[src/rtl/pixel_cfg_pkg.sv]
// pixel_cfg_pkg
// Shared definitions for the pixel configuration chain: the serializer state
// encoding and the default word width, serial half-period and latch length
// used by the serializer, the chain model and the pixel-config top level.
package pixel_cfg_pkg;

  typedef enum logic [2:0] {
    IDLE,
    SHIFT_LO,
    SHIFT_HI,
    LOAD,
    DONE
  } cfg_ser_state_t;

  localparam int CFG_DATA_W    = 32;
  localparam int CFG_SCLK_HALF = 2;
  localparam int CFG_LOAD_LEN  = 4;

endpackage

[src/rtl/pixel_cfg_phase_cnt.sv]
// pixel_cfg_phase_cnt
// Reloadable down-counter with a terminal-count flag. Loading N-1 on state
// entry makes tc rise in the N-th cycle of that state, so a state lasts
// exactly N cycles. The counter stops at zero instead of wrapping.
// Ports:
//   clkin    - block clock
//   rst      - synchronous active-high reset (count cleared)
//   load     - reload the counter with load_val this cycle
//   load_val - reload value (cycles in state minus one)
//   tc       - high while the count is zero
module pixel_cfg_phase_cnt #(
  parameter int W = 2
) (
  input  logic         clkin,
  input  logic         rst,
  input  logic         load,
  input  logic [W-1:0] load_val,
  output logic         tc
);

  logic [W-1:0] cnt;

  always_ff @(posedge clkin) begin
    if (rst) begin
      cnt <= '0;
    end else if (load) begin
      cnt <= load_val;
    end else if (cnt != '0) begin
      cnt <= cnt - W'(1);
    end
  end

  assign tc = (cnt == '0);

endmodule

[src/rtl/pixel_cfg_serializer.sv]
// pixel_cfg_serializer
// Parallel-to-serial driver for the pixel configuration chain. Words arrive
// over a valid/ready handshake and are shifted out MSB-first on a generated
// serial clock; after the last word of a frame a latch strobe is issued.
// Ports:
//   clkin    - block clock (divided pixel-config clock)
//   rst      - synchronous active-high reset, aborts any frame in progress
//   in_valid - in_data/in_last valid
//   in_ready - block can accept a word (only in IDLE)
//   in_data  - configuration word, bit DATA_W-1 shifted first
//   in_last  - word is the final word of the frame
//   sclk     - serial clock, the chain samples on its rising edge
//   sdata    - serial data, changes only on entry to SHIFT_LO
//   sload    - chain latch strobe, LOAD_LEN cycles
//   busy     - frame in progress
//   done     - one-cycle pulse at end of frame
module pixel_cfg_serializer
  import pixel_cfg_pkg::*;
#(
  parameter int DATA_W    = CFG_DATA_W,
  parameter int SCLK_HALF = CFG_SCLK_HALF,
  parameter int LOAD_LEN  = CFG_LOAD_LEN
) (
  input  logic              clkin,
  input  logic              rst,
  input  logic              in_valid,
  output logic              in_ready,
  input  logic [DATA_W-1:0] in_data,
  input  logic              in_last,
  output logic              sclk,
  output logic              sdata,
  output logic              sload,
  output logic              busy,
  output logic              done
);

  localparam int PH_W = $clog2(SCLK_HALF + 1);
  localparam int BC_W = $clog2(DATA_W);
  localparam int LD_W = $clog2(LOAD_LEN + 1);

  cfg_ser_state_t state, next_state;

  logic [DATA_W-1:0] shreg, shreg_next;
  logic [BC_W-1:0]   bitcnt, bitcnt_next;
  logic              last_q, last_next;
  logic              busy_next;
  logic              ph_load, ph_tc;
  logic              ld_load, ld_tc;

  // One counter times both shift half-periods; it is reloaded on every
  // entry into SHIFT_LO or SHIFT_HI.
  pixel_cfg_phase_cnt #(.W(PH_W)) u_phase_cnt (
    .clkin    (clkin),
    .rst      (rst),
    .load     (ph_load),
    .load_val (PH_W'(SCLK_HALF - 1)),
    .tc       (ph_tc)
  );

  pixel_cfg_phase_cnt #(.W(LD_W)) u_load_cnt (
    .clkin    (clkin),
    .rst      (rst),
    .load     (ld_load),
    .load_val (LD_W'(LOAD_LEN - 1)),
    .tc       (ld_tc)
  );

  always_ff @(posedge clkin) begin
    if (rst) begin
      state <= IDLE;
    end else begin
      state <= next_state;
    end
  end

  always_comb begin
    next_state  = state;
    shreg_next  = shreg;
    bitcnt_next = bitcnt;
    last_next   = last_q;
    busy_next   = busy;
    ph_load     = 1'b0;
    ld_load     = 1'b0;
    case (state)
      IDLE: begin
        if (in_valid) begin
          next_state  = SHIFT_LO;
          shreg_next  = in_data;
          bitcnt_next = BC_W'(DATA_W - 1);
          last_next   = in_last;
          busy_next   = 1'b1;
          ph_load     = 1'b1;
        end
      end
      SHIFT_LO: begin
        if (ph_tc) begin
          next_state = SHIFT_HI;
          ph_load    = 1'b1;
        end
      end
      SHIFT_HI: begin
        if (ph_tc) begin
          if (bitcnt != '0) begin
            shreg_next  = {shreg[DATA_W-2:0], 1'b0};
            bitcnt_next = bitcnt - BC_W'(1);
            next_state  = SHIFT_LO;
            ph_load     = 1'b1;
          end else if (last_q) begin
            next_state = LOAD;
            ld_load    = 1'b1;
          end else begin
            // Mid-frame word boundary: wait in IDLE with busy still set.
            next_state = IDLE;
          end
        end
      end
      LOAD: begin
        if (ld_tc) begin
          next_state = DONE;
        end
      end
      DONE: begin
        next_state = IDLE;
        busy_next  = 1'b0;
      end
      default: begin
        next_state = IDLE;
      end
    endcase
  end

  // Outputs are registered from the next state so that each output value
  // lines up exactly with the cycles spent in the corresponding state.
  always_ff @(posedge clkin) begin
    if (rst) begin
      shreg  <= '0;
      bitcnt <= '0;
      last_q <= 1'b0;
      busy   <= 1'b0;
      sclk   <= 1'b0;
      sdata  <= 1'b0;
      sload  <= 1'b0;
      done   <= 1'b0;
    end else begin
      shreg  <= shreg_next;
      bitcnt <= bitcnt_next;
      last_q <= last_next;
      busy   <= busy_next;
      sclk   <= (next_state == SHIFT_HI);
      sdata  <= ((next_state == SHIFT_LO) || (next_state == SHIFT_HI)) ?
                shreg_next[DATA_W-1] : 1'b0;
      sload  <= (next_state == LOAD);
      done   <= (next_state == DONE);
    end
  end

  assign in_ready = (state == IDLE) & ~rst;

endmodule

[config.mk]
export PLATFORM = sky130hd
export DESIGN_NAME = pixel_cfg_serializer
export DESIGN_NICKNAME = d
export VERILOG_FILES = /design/src/rtl/pixel_cfg_pkg.sv /design/src/rtl/pixel_cfg_phase_cnt.sv /design/src/rtl/pixel_cfg_serializer.sv
export SDC_FILE = /design/constraint.sdc
export NUM_CORES = 1
export LEC_CHECK = 0
export ABC_AREA = 1
export CAP_MARGIN = 20
export CORE_MARGIN = 2
export CORE_UTILIZATION = 24
export CTS_CLUSTER_DIAMETER = 120
export DETAILED_ROUTE_END_ITERATION = 7
export GPL_TIMING_DRIVEN = 0
export HOLD_SLACK_MARGIN = 0.05
export PLACE_DENSITY_LB_ADDON = 0.12
export SYNTH_ARGS = -nofsm -noshare
export SYNTH_HDL_FRONTEND = slang
export SYNTH_SLANG_ARGS = --single-unit
[constraint.sdc]
create_clock -name clkin -period 1.59 [get_ports clkin]
set_input_delay 0.318 -clock clkin [delete_from_list [all_inputs] [get_ports clkin]]
set_output_delay 0.318 -clock clkin [all_outputs]
set_load 0.005 [all_outputs]
==> impl_metrics.ini, run 1 <==
[floorplanning]
rows = 35
die_area_mm2 = 0.0103
die_h_um = 102
fp.dieW_um = 102
coreArea_mm2 = 0.00924
start_util = 0.247
io_pins = 42

[run]
cap_violations = 0

[global_route]
grtUsageTotal = 0.116
antenna_found_initial = 0
grt_pass1_wl_um = 9410
grt_pass1_vias = 1930
grt_max_degree = 16
grt_overflow = 0

[cts]
htreeDepth = 2
cts_max_path_buffers = 2
cts_hold_buf = 0
cts_made_buffers = 5
clock-root-buffer = clkbuf_8
worstSkewPairLatency_ns = 0.31
clk_pin_slew_ns = 0.10
clock_sinks = 51
cts_tree = built

[worst_hold_path]
hold_start = bitcnt[0]$_SDFFE_PP0P_
hold_end = bitcnt[0]$_SDFFE_PP0P_
holdPathStages = 1
hold_class = register to register

[detailed_routing]
wl_um = 5920
wl_per_cell_um = 12.8
via_per_inst = 4.43
drt_first_iter_violations = 75
vias = 2056
drc = 0
drt_pass1_iterations = 4
ant_nets = 0

[power_and_ir_drop]
p_switching_mw = 1.65
p_leak_nw = 1.23
power_density_mw_per_mm2 = 1510
pwr-share-seq = 0.354
intPower_mw = 3.13
vdd_drop_max_mv = 0.445
sw_frac_of_total = 0.346
clock_power_share = 0.225
pwr-share-comb = 0.421

[final_layout]
nFillCells = 983
nets = 375
drive_gt1_frac = 0.152
final_cell_mix = nand2_1, dfxtp_1, a21oi_1, clkdlybuf4s50_1, a22oi_1
n_antenna_cell = 0
syn_to_final_growth_pct = 39.1
final_common_cell = nand2_1
finalNonFillerCells = 464
final_area_mm2 = 0.00318

[timing]
max_freq_mhz = 654
relSlewSlack = 0.649
setup_viol = 0
fin_crit_sh = 0.962
period_needed_ns = 1.53
final-hold-violation-count = 0
tightest_slew_ns = 0.526
slew_violations = 0
finalClockSkew_ns = 0.0104
setup-tns-final_ns = 0

[synthesis]
synth_edf_count = 0
ys_seq_area_frac = 0.447
synth_cell_types = 26
syn_inst = 275
async_flop_share = 0
postSynthRegisterBits = 51
synth_fp_nets = 316
syn_area_per_cell_um2 = 8.31
ys_warn_count = 0
ys.flop_type = dfxtp_1
syn_area_mm2 = 0.00228

[critical_path]
end_kind = register
reg2regPathDepth = 9
timing.rr.end = shreg[25]$_SDFFE_PP0P_
startpoint_type = register
reg2reg_slack_ns = 0.06
cp.arrival_ns = 1.77
cp_max_fo = 7
worstSetupPathType = register to register
reg2reg_from = bitcnt[1]$_SDFFE_PP0P_
setup.worst_path.start = bitcnt[1]$_SDFFE_PP0P_
worstPathRequired_ns = 1.83

[place]
gp_congestion = 0.745
place_area_mm2 = 0.00285
place_inst = 444
hpwl_um = 4030
numPortBuffers = 40

[status]
status = complete, no violations
cell type report:
class | count | area (um^2) | area share
multi-input combinational | 190 | 1130 | 0.354
sequential | 51 | 1020 | 0.322
clock inverter | 2 | 60.1 | 0.0189
clock buffer | 6 | 72.6 | 0.0228
timing repair buffer | 51 | 531 | 0.167
buffer | 15 | 128 | 0.0402
inverter | 20 | 75.1 | 0.0236
tap | 129 | 161 | 0.0508
Yosys cell counts, types with 2 or more instances:
master	instances	area, um^2
a21oi_1	40	200
a22oi_1	30	225
buf_4	3	22.5
buf_6	6	67.6
clkbuf_1	5	18.8
dfxtp_1	51	1020
ha_1	5	62.6
inv_1	17	63.8
inv_2	2	7.51
nand2_1	58	218
nand3_1	9	45.0
nor2_1	17	63.8
nor2_4	2	22.5
nor2_8	3	60.1
nor4_1	3	18.8
o21ai_0	9	45.0
xor2_1	6	52.6
worst max-delay path: stages (launching register included):
cell and delay (ns):
dfxtp_2 0.34, inv_2 0.07, ha_4 0.14, nand2_2 0.06, nor2_4 0.17, nor2_8 0.08, nor2_8 0.22, clkbuf_16 0.20
nand2_1 0.04, a21oi_1 0.14
stage by stage:
step / power [mW] / util / worst slack, ns / hold WS [ns]
2_1_floorplan: 2.92 / - / 0.181 / 0.422
3_3_place_gp: 3.38 / 0.308 / -0.101 / 0.439
3_5_place_dp: 3.39 / 0.308 / -0.0879 / 0.449
4_1_cts: 4.54 / 0.325 / 0.0112 / 0.462
5_1_grt: 5.16 / 0.344 / -0.0144 / 0.463
6_report: 4.79 / 0.344 / 0.0605 / 0.439
layer usage:
| metal | GRT usage | vias up | share of wire |
|---|---|---|---|
| met2 | 0.184 | 42 | 0.45 |
| met1 | 0.154 | 951 | 0.49 |
| li1 | - | 1055 | - |
| met4 | 0.0385 | 0 | 0.016 |
| met5 | 0 | - | 0 |
| met3 | 0.0297 | 8 | 0.044 |
registers in the layout, indices dropped and copies added (netlist names):
name	flops
busy	1
bitcnt	5
shreg	32
sclk	1
sload	1
sdata	1
u_load_cnt.cnt	3
done	1
last_q	1
u_phase_cnt.cnt	2
state	3
cell families after synthesis:
family / share of synthesized area
compound gates: 0.212
xor+xnor: 0.0230
fa+ha+maj: 0.0274
buf+inv: 0.0827
flops: 0.447
simple gates: 0.208
timing repair:
action                     CTS  global route
setup endpoints to repair   32            37
setup buffers                3             5
cloned                       0             4
hold endpoints to repair     0             0
pin swaps                    2             8
resized for setup            6            15
power groups by stage:
stage | sequential (mW) | combinational, mW | clock (mW)
6_report | 1.70 | 2.01 | 1.08
5_1_grt | 1.73 | 2.24 | 1.18
2_1_floorplan | 1.69 | 1.24 | 0
3_3_place_gp | 1.72 | 1.66 | 0
4_1_cts | 1.69 | 1.72 | 1.13
3_5_place_dp | 1.72 | 1.67 | 0
worst max path at each step:
| stage | endpoint |
|---|---|
| finish | shreg[25]$_SDFFE_PP0P_ |
| global route | bitcnt[3]$_SDFFE_PP0P_ |
| CTS | shreg[21]$_SDFFE_PP0P_ |
| detailed placement | sdata$_SDFF_PP0_ |
| global placement | in_ready |
| floorplan | u_phase_cnt.cnt[0]$_SDFFE_PP0P_ |
Note: power is estimated with default switching activity, not from simulation.
==> inputs of run 2 (changes only) <==
- SYNTH_HIERARCHICAL: unset -> 1
==> run 2 against run 1 <==
Largest cell class unchanged. Non-clock buffer count down 2. Critical endpoint is now in_ready. Area after synthesis increased by 4.6%. Design area is 4.1% higher. Global-route usage is 0.55 points lower. Highest routed layer unchanged. Clock skew shrank 0.0015 ns.
==> impl_metrics.ini, run 2 <==
[status]
status = complete, no violations

[critical_path]
cpLargestDelayFamily = buffers and inverters
cp_max_fo = 8
startpoint_type = input pin
worstPathRequired_ns = 1.27
end_kind = output port
worstSetupPathType = input pin to output port
cp_slowest_cell = dlygate4sd2_1
cp.arrival_ns = 1.23
crit_chain = dlygate4sd2_1 -> buf_4 -> nor4_1 -> clkdlybuf4s15_1
path_buf_inv = 3
slowest_delay_ns = 0.29

[final_layout]
largest_reg_flops = 32
final_common_cell = nand2_1
nets = 432
final_area_mm2 = 0.00331
drive_gt1_frac = 0.171
utilization = 0.340
finalNonFillerCells = 525
n_antenna_cell = 0
top_register = shreg
final_cell_mix = nand2_1, dfxtp_1, clkdlybuf4s50_1, a31oi_1, inv_1
reg.largest.list = shreg (32), bitcnt (5)
syn_to_final_growth_pct = 38.4

[detailed_routing]
ant_nets = 0
routed.top_layer = met4
wl_met3_um = 227
via_per_inst = 4.21
drc = 0
wl_met2_um = 2610
drt_pass1_iterations = 4
wl_um = 5830
drt_first_iter_violations = 74
wl_met1_um = 2920
wl_per_cell_um = 11.1
vias = 2209

[timing]
finalClockSkew_ns = 0.00891
tightest_slew_ns = 0.547
period_needed_ns = 1.55
rsz0062_at_grt = true
relSlewSlack = 0.636
setup_viol = 0
max_freq_mhz = 646
slew_violations = 0
setup-tns-final_ns = 0
final-hold-violation-count = 0
fin_crit_sh = 0.974

[floorplanning]
rows = 36
die_h_um = 104
io_pins = 42
coreArea_mm2 = 0.00973
fp.dieW_um = 104
start_util = 0.246
die_area_mm2 = 0.0108

[global_route]
grt_pass1_wl_um = 9740
grtUsageTotal = 0.111
grt_overflow = 0
antenna_found_initial = 0
grt_pass1_vias = 2045
grt_max_degree = 15

[power_and_ir_drop]
p_leak_nw = 1.30
vdd_drop_max_mv = 0.410
total_power_mw = 4.10
power_density_mw_per_mm2 = 1240

[synthesis]
synth.cells.most_frequent = nand2_1, dfxtp_1, a31oi_1
synth_top_area_share = 0.427
synth_edf_count = 0
ys_seq_area_frac = 0.427
syn_area_per_cell_um2 = 7.22
async_flop_share = 0
synth_cell_types = 34
ys.flop_type = dfxtp_1
yosysMostFrequentCell = nand2_1
synth_area_leaders = dfxtp_1, nand2_1, a31oi_1
postSynthRegisterBits = 51
syn_area_mm2 = 0.00239
ys_warn_count = 6
yosys.area.top_type = dfxtp_1
syn_inst = 331

[cts]
cts_hold_buf = 0
clock_sinks = 51
cts_tree = built
clock-root-buffer = clkbuf_8
cts_made_buffers = 5
htreeDepth = 2
worstSkewPairLatency_ns = 0.30
cts_max_path_buffers = 2
clk_pin_slew_ns = 0.09

[worst_hold_path]
hold_class = input pin to register

[run]
cap_violations = 0

[place]
place_area_mm2 = 0.00298
numPortBuffers = 41
place_inst = 508
gp_congestion = 0.770
hpwl_um = 4110
[run 2: cell count changes after synthesis, sizes merged, moves of 3 or more]
cell / previous run / this run
xor2: 6 / 1
a22oi: 30 / 0
inv: 19 / 29
or2: 0 / 3
o21ai: 9 / 5
a31oi: 0 / 31
a21oi: 40 / 15
nand2: 60 / 133
[run 2: where the power goes]
group / switching (mW) / leakage (nW) / internal (mW) / total (mW)
Combinational: 0.869 / 0.824 / 0.767 / 1.64
Clock: 0.434 / 0.0515 / 0.399 / 0.833
Sequential: 0.141 / 0.421 / 1.49 / 1.63
[run 2: final cells by class]
cell class	instances	area [um^2]
plain buffers	14	121
clock buffers	8	100
fillers	1083	6420
inverters	29	119
multi-input cells	240	1280
flip-flops and latches	51	1030
well taps	133	166
repair buffers	50	494
[run 2: cell families after synthesis]
group,after synthesis,share of synthesized area
xor gates and xnor gates,2,0.00733
and+or+nand+nor,174,0.311
DFF,51,0.427
other,2,0.00314
AOI/OAI and AO/OA,54,0.136
buffers and inverters,43,0.0890
adders and majority gates,5,0.0262
[run 2: worst paths after layout]
check	from	to	slack, ns	cells after the start
setup reg to reg	bitcnt[1]$_SDFFE_PP0P_	bitcnt[4]$_SDFFE_PP0P_	0.08	12
hold reg to reg	busy$_SDFFE_PP0P_	busy$_SDFFE_PP0P_	0.47	2
setup / recovery	rst	in_ready	0.04	4
hold / removal	rst	u_load_cnt/cnt[0]$_SDFFE_PP0P_	0.39	2
[run 2: stage by stage]
stage          hold slack [ns]  setup slack [ns]
4_1_cts                  0.407           0.00402
6_report                 0.394            0.0409
5_1_grt                  0.426           -0.0270
2_1_floorplan            0.380            0.0654
3_3_place_gp             0.459            -0.625
3_5_place_dp             0.461            -0.591
[run 2: what timing repair did]
action                                  CTS  global route
buffers inserted                          0             8
endpoints found under the setup margin   45            42
cloned                                    0             1
gates resized for setup                  10            39
pin swaps                                 0             7
[run 2: routing by layer]
metal,GRT usage,vias to the layer above
met1,0.146,983
met5,0,-
met4,0.0376,0
li1,-,1182
met2,0.178,40
met3,0.0252,4
